===== config.mk =====
export PLATFORM = sky130hd
export DESIGN_NAME = btn_debounce
export DESIGN_NICKNAME = d
export VERILOG_FILES = /design/src/rtl/btn_debounce.sv
export SDC_FILE = /design/constraint.sdc
export NUM_CORES = 1
export LEC_CHECK = 0
export ABC_AREA = 1
export BUFFER_PORTS_ARGS = -buffer_cell sky130_fd_sc_hd__clkbuf_2
export CAP_MARGIN = 40
export CORE_ASPECT_RATIO = 1.4
export CORE_MARGIN = 4
export CORE_UTILIZATION = 35
export DETAILED_ROUTE_END_ITERATION = 7
export MAX_ROUTING_LAYER = met4
export PLACE_DENSITY_LB_ADDON = 0.05
export SLEW_MARGIN = 10
export SYNTH_ARGS = -nofsm -noshare
export SYNTH_HDL_FRONTEND = slang
export SYNTH_SLANG_ARGS = --single-unit
export TNS_END_PERCENT = 100

===== constraint.sdc =====
create_clock -name clk -period 5.95 [get_ports clk]
set_clock_uncertainty 0.05 [all_clocks]
set_input_delay 1.19 -clock clk [delete_from_list [all_inputs] [get_ports clk]]
set_output_delay 1.19 -clock clk [all_outputs]
set_load 0.01 [all_outputs]

===== src/rtl/btn_debounce.sv =====
// Four-button debouncer with synchronizers, per-bit stability counters and a prioritised press event.
// Optional macro BTN_REVERSE_BLOCK_EN rejects presses that directly reverse the current direction.
module btn_debounce #(
    parameter int F_OSC           = 25175000,
    parameter int DEBOUNCE_CYCLES = F_OSC / 100
) (
    input  logic       clk,
    input  logic       rst,
    input  logic [3:0] btn_raw,
    output logic [3:0] btn_stable,
    output logic       trigger,
    output logic [1:0] dir
);

    localparam int CW = $clog2(DEBOUNCE_CYCLES);
    localparam logic [CW-1:0] CNT_MAX  = CW'(DEBOUNCE_CYCLES - 1);
    localparam logic [CW-1:0] CNT_ZERO = CW'(0);
    localparam logic [CW-1:0] CNT_ONE  = CW'(1);
`ifdef BTN_REVERSE_BLOCK_EN
    localparam logic REV_BLOCK = 1'b1;
`else
    localparam logic REV_BLOCK = 1'b0;
`endif

    logic [3:0]         sync1_r;
    logic [3:0]         sync2_r;
    logic [3:0][CW-1:0] cnt_r;
    logic [3:0]         btn_stable_r;
    logic               trigger_r;
    logic [1:0]         dir_r;

    logic [3:0] diff_s;
    logic [3:0] done_s;
    logic [3:0] rise_s;
    logic [3:0] blocked_s;
    logic       win_valid_s;
    logic [1:0] win_dir_s;

    // Per-bit mismatch, acceptance, rise and reversal-rejection flags.
    always_comb begin
        diff_s    = 4'b0000;
        done_s    = 4'b0000;
        rise_s    = 4'b0000;
        blocked_s = 4'b0000;
        for (int i = 0; i < 4; i++) begin
            diff_s[i]    = sync2_r[i] ^ btn_stable_r[i];
            done_s[i]    = diff_s[i] && (cnt_r[i] == CNT_MAX);
            rise_s[i]    = done_s[i] && !btn_stable_r[i];
            blocked_s[i] = REV_BLOCK && (2'(i) == (dir_r ^ 2'b01));
        end
    end

    // Priority select: scanning downwards lets the lowest index win.
    always_comb begin
        win_valid_s = 1'b0;
        win_dir_s   = dir_r;
        for (int i = 3; i >= 0; i--) begin
            if (rise_s[i] && !blocked_s[i]) begin
                win_valid_s = 1'b1;
                win_dir_s   = 2'(i);
            end else begin
                win_valid_s = win_valid_s;
            end
        end
    end

    // Synchronizers, debounce counters and registered outputs.
    always_ff @(posedge clk or posedge rst) begin
        if (rst) begin
            sync1_r      <= 4'b0000;
            sync2_r      <= 4'b0000;
            cnt_r        <= '0;
            btn_stable_r <= 4'b0000;
            trigger_r    <= 1'b0;
            dir_r        <= 2'b11;
        end else begin
            sync1_r <= btn_raw;
            sync2_r <= sync1_r;
            for (int i = 0; i < 4; i++) begin
                if (!diff_s[i]) begin
                    cnt_r[i] <= CNT_ZERO;
                end else if (done_s[i]) begin
                    cnt_r[i]        <= CNT_ZERO;
                    btn_stable_r[i] <= sync2_r[i];
                end else begin
                    cnt_r[i] <= cnt_r[i] + CNT_ONE;
                end
            end
            trigger_r <= win_valid_s;
            if (win_valid_s) begin
                dir_r <= win_dir_s;
            end else begin
                dir_r <= dir_r;
            end
        end
    end

    assign btn_stable = btn_stable_r;
    assign trigger    = trigger_r;
    assign dir        = dir_r;

endmodule


==> results of run 1 <==
[state kept, by name, summed over array words and instances (netlist names)]
| register | flops |
|---|---|
| cnt_r | 72 |
| sync1_r | 4 |
| dir | 2 |
| trigger | 1 |
| sync2_r | 4 |
| btn_stable | 4 |
[synth_stat cells (4+ instances only)]
cell type,instances,share of area [%]
nand2_2,4,0.58
ha_1,8,2.3
nor3_2,4,0.92
nand2_1,123,11
dfrtp_1,85,49
o21ai_0,16,1.8
inv_1,75,6.5
nor2_2,4,0.58
a31oi_1,4,0.58
xor2_1,19,3.8
a21oi_1,22,2.5
nor2_1,104,9.0
nor3b_1,5,0.86
o21ai_1,6,0.69
nor3_1,13,1.5
nand3_1,31,3.6
xnor2_1,5,1.0
[metrics by stage]
| stage | worst slack [ns] | hold slack, ns | total power [uW] | utilization (%) | cells |
|---|---|---|---|---|---|
| global route | 3.61 | 0.319 | 1250 | 40.7 | 721 |
| CTS | 3.70 | 0.301 | 1220 | 40.7 | 721 |
| detailed placement | 3.41 | 0.287 | 666 | 38.3 | 705 |
| global placement | 3.41 | 0.282 | 666 | 38.3 | 705 |
| floorplan | 2.46 | 0.281 | 651 | - | 547 |
| finish | 3.72 | 0.298 | 1190 | 40.7 | 721 |
[per-layer routing]
metal  up-vias  part of all wire [%]  global-route usage, %
li1       1745                     -                      -
met1      1582                    46                   16.8
met2        35                    50                   21.7
met3         9                   2.5                   2.84
met4         0                   1.4                   4.35
met5         -                     0                      -
[report_power, final]
group	switching, uW	internal (uW)
Clock	233	304
Sequential	8.35	601
Combinational	30.9	12.6
[placed cells by master, fill, tap and decap left out, types with 2 or more instances in the layout]
master and n:
a21oi_1 22, a31oi_1 4, clkbuf_16 9, clkbuf_2 12, clkbuf_8 2, clkinv_2 3
clkinvlp_4 3, dfrtp_1 85, dfstp_2 2, ha_1 8, inv_1 74, inv_2 3
nand2_1 123, nand2_2 4, nand3_1 31, nand3_2 2, nand4_1 3, nor2_1 104
nor2_2 4, nor2_4 3, nor3_1 13, nor3_2 4, nor3b_1 5, o21ai_0 16
o21ai_1 6, xnor2_1 5, xor2_1 19
[final cells by class]
type | count | share of cell area (%)
Sequential cell | 87 | 44.7
Clock inverter | 5 | 0.667
Multi-Input combinational cell | 380 | 38.3
Timing Repair Buffer | 13 | 1.39
Tap cell | 147 | 3.77
Inverter | 78 | 6.03
Clock buffer | 11 | 5.18
[worst reg2reg max path: cells and delay by family, from the launching register on]
kind | cells | cell delay, ns
fa+ha+maj | 1 | 0.13
simple gates | 5 | 0.85
flops | 1 | 0.39
compound gates | 1 | 0.12
buf+inv | 2 | 0.22
[worst min path at each step]
stage / cells past startpoint / end
floorplan: 0 / sync2_r[0]$_DFF_PP0_
global placement: 0 / sync2_r[0]$_DFF_PP0_
detailed placement: 0 / sync2_r[0]$_DFF_PP0_
CTS: 0 / sync2_r[0]$_DFF_PP0_
global route: 0 / sync2_r[1]$_DFF_PP0_
finish: 0 / sync2_r[0]$_DFF_PP0_
[cells by family (layout without fill, tap and decap cells)]
group | after synthesis | after routing
AO/OA/AOI/OAI | 51 | 51
XOR/XNOR | 24 | 24
adder cells (fa/ha/maj) | 8 | 8
buffers and inverters | 80 | 107
flip-flops | 87 | 87
AND/OR/NAND/NOR | 297 | 297
==> flow_summary.toml, run 1 <==
[layout]
diodes = 0
final_area_um2 = 4880
multiInputGateArea_um2 = 1870
regArea_um2 = 2180
synthToLayoutAreaGrowth_pct = 12.1
final_nets = 583
nFillCells = 1242
layout-drive-gt1-share_pct = 9.41

[clock_network]
clockRootBuffer = "clkbuf_16"
cts_setup_buffers = 0
htreeDepth = 3
cts.sinks = 87
clk-insertion-delay-late_ns = 0.34
path_clk_slew_ns = 0.06
cts_tree = "built"
ctsLongestPathBuffers = 2
cts_hold_buf = 0
cts_buffers = 9
cts_resized = 0

[min_path]
hold_class = "reg -> reg"
hold_start = "sync1_r[0]$_DFF_PP0_"

[synth]
netlist_instances = 547
yosys.area_share.simple_pct = 29.6
yosysSeqAreaShare_pct = 50.1
synth-seq-cells = 87
synth-compound-area-share_pct = 6.16
synthMuxAreaShare_pct = 0
ys_types = 27
synth_top_family_by_area = "simple AND/OR/NAND/NOR gates"
syn_avg_cell_area_um2 = 7.95
synth-edff-count = 0
synth_adder_area_share_pct = 2.30
synth_ff_type = "dfrtp_1"
async_flop_share_pct = 100
synth_area_um2 = 4350
syn_nets = 561
yosysWarnings = 0
synth_xor_area_share_pct = 4.83

[route]
dr.pass1.iters = 4
post_drt_via_cell_ratio = 4.68
postRouteWirelength_mm = 8.36
vias = 3371
detail_route.wl_per_cell_um = 11.6
ant_nets = 0
drt_iter0_markers = 136
drc_errors = 0

[power]
p_leak_uw = 0.00217
ir_drop_uv = 143
pwr_density_cell_nw_per_um2 = 244

[placement]
port_buffers = 12
place_area_um2 = 4590
dp_hpwl_mm = 6.06
routabilityCongestion = 0.795

[setup_path]
worst-path-buf-inv = 1
crit_cells = 1
cp_max_fo = 2
critical_path.max_stage_delay_ns = 0.53
crit_slowest_cell = "dfstp_2"
startpoint_type = "flop"
crit_chain = "clkbuf_2"
crit_family = "flip-flops"
worstSetupPathType = "reg -> out"
r2r_start = "cnt_r[1]$_DFF_PP0_"
ff2ff_path_depth = 9
arrival_ns = 0.99
reg2reg_slack_ns = 4.09
required_ns = 4.71
end_kind = "output pin"
cp-endpoint = "dir[0]"
crit_path_start = "dir[0]$_DFFE_PP1P_"
r2r-end = "cnt_r[17]$_DFF_PP0_"

[grt]
grt_pass1_wl_mm = 15.0
grt.total_usage_pct = 13.5
grt_max_degree = 45
overflow = 0
first_global_vias = 3293
antenna_found_initial = 0

[timing]
clock.fmax_mhz = 449
timing.final.crit_period_ns = 2.23
slew_violations = 0
finalSetupViolations = 0
fin_setup_tns_ns = 0
hold_viol = 0
tightest_slew_ns = 0.768
grt_setup_unrepaired = "false"
fin_crit_sh_pct = 37.5
slew-limit-headroom_pct = 48.7

[job]
drv_cap = 0

[die]
io_pins = 13
rows = 47
die_x_um = 102
die_area_um2 = 14300
core_um2 = 12000
die_y_um = 140
start_util_pct = 36.3

[status]
status = "completed"
(Power assumes the default switching activity.)
==> run 2: changes to the inputs <==
Clock period 5.95 ns to 1.85 ns, I/O delays scaled along.
==> run 2 against run 1 <==
Wire length grew 2.5%; total power grew to 3.1 times the previous value; core utilization grew 0.44 points; flip-flop and latch count is the same; global-route usage grew 0.099 points; non-clock buffer count grew 6.
==> flow_summary.toml, run 2 (same netlist as run 1, synthesis figures left out) <==
[grt]
first_global_vias = 3274
grt.total_usage_pct = 13.6
overflow = 0
grt_pass1_wl_mm = 14.9
antenna_found_initial = 0
grt_max_degree = 88

[clock_network]
htreeDepth = 3
cts_hold_buf = 0
path_clk_slew_ns = 0.06
cts_tree = "built"
cts_resized = 0
clk-insertion-delay-late_ns = 0.34
clockRootBuffer = "clkbuf_16"
cts.sinks = 87
ctsLongestPathBuffers = 2
cts_buffers = 9
cts_setup_buffers = 0

[layout]
nFillCells = 1243
diodes = 0
final_area_um2 = 4930
largest_register_ffs = 72
layout_common_cells = "nand2_1 (122), nor2_1 (102), dfrtp_1 (85)"
top_register = "cnt_r"
synthToLayoutAreaGrowth_pct = 13.3
layout-drive-gt1-share_pct = 10.3
final_common_cell = "nand2_1"
final_nets = 589
final_util_pct = 41.1

[power]
p_leak_uw = 0.00219
ir_drop_uv = 346
finalPower_uw = 3740
pwr_density_cell_nw_per_um2 = 760

[route]
drc_errors = 0
ant_nets = 0
drt_iter0_markers = 157
vias = 3383
dr.pass1.iters = 4
postRouteWirelength_mm = 8.57
post_drt_via_cell_ratio = 4.65
detail_route.wl_per_cell_um = 11.8

[timing]
clock.fmax_mhz = 606
tightest_slew_ns = 0.465
slew-limit-headroom_pct = 69.0
fin_setup_tns_ns = 0
timing.final.crit_period_ns = 1.65
hold_viol = 0
finalSetupViolations = 0
slew_violations = 0
fin_crit_sh_pct = 89.1

[placement]
place_area_um2 = 4650
dp_hpwl_mm = 6.28
routabilityCongestion = 0.775
port_buffers = 12

[setup_path]
worstSetupPathType = "reg -> reg"
cp_max_fo = 10
required_ns = 2.06
startpoint_type = "flop"
end_kind = "flop"
arrival_ns = 1.86

[die]
core_um2 = 12000
die_y_um = 140
die_area_um2 = 14300
rows = 47
start_util_pct = 36.3
io_pins = 13
die_x_um = 102

[min_path]
hold_class = "in -> async"

[job]
drv_cap = 0

[status]
status = "completed"
==> run 2: final timing paths <==
path	startpoint	endpoint	slack (ns)	depth (start not counted)
setup / recovery	cnt_r[54]$_DFF_PP0_	cnt_r[63]$_DFF_PP0_	0.20	8
hold / removal	rst	sync1_r[2]$_DFF_PP0_	0.09	3
setup reg to reg	cnt_r[54]$_DFF_PP0_	cnt_r[63]$_DFF_PP0_	0.20	8
hold reg to reg	sync1_r[3]$_DFF_PP0_	sync2_r[3]$_DFF_PP0_	0.30	0
max in group asynchronous	rst	dir[1]$_DFFE_PP1P_	1.28	3
min in group clk	btn_raw[0]	sync1_r[0]$_DFF_PP0_	0.09	1
==> run 2: power by group <==
part	switching (uW)	total, uW	leakage [uW]	internal, uW
Combinational	101	151	0.000888	49.5
Clock	723	1630	0.000120	910
Sequential	27.2	1960	0.00118	1930
==> run 2: metrics by stage <==
step,std cells,setup WS [ns],hold slack (ns)
finish,727,0.201,0.0856
global route,727,-0.00246,0.0655
CTS,727,0.0975,0.0713
detailed placement,711,0.121,0.289
global placement,711,0.111,0.284
floorplan,547,0.325,0.281
==> run 2: worst max-delay path: stages, from the launching register on <==
cell	delay, ns
dfrtp_1	0.41
ha_1	0.20
nand2_1	0.06
nor2_1	0.03
nand2_1	0.05
nor2_1	0.07
a21oi_2	0.40
o21ai_0	0.16
a21oi_1	0.13
==> run 2: layout make-up <==
| cell class | instances | area (um^2) | area share [%] |
|---|---|---|---|
| inverter | 78 | 297 | 6.02 |
| timing repair buffer | 19 | 125 | 2.54 |
| clock buffer | 13 | 240 | 4.87 |
| tap | 147 | 184 | 3.73 |
| clock inverter | 3 | 20.0 | 0.406 |
| sequential | 87 | 2180 | 44.2 |
| multi-input combinational | 380 | 1880 | 38.2 |
==> run 2: metal layers <==
| metal | track usage (%) | share of wire (%) | routed length, um |
|---|---|---|---|
| met1 | 16.3 | 45 | 3870 |
| met2 | 21.8 | 50 | 4300 |
| met3 | 3.38 | 3.0 | 258 |
| met4 | 5.04 | 1.7 | 146 |
| met5 | - | 0 | 0 |
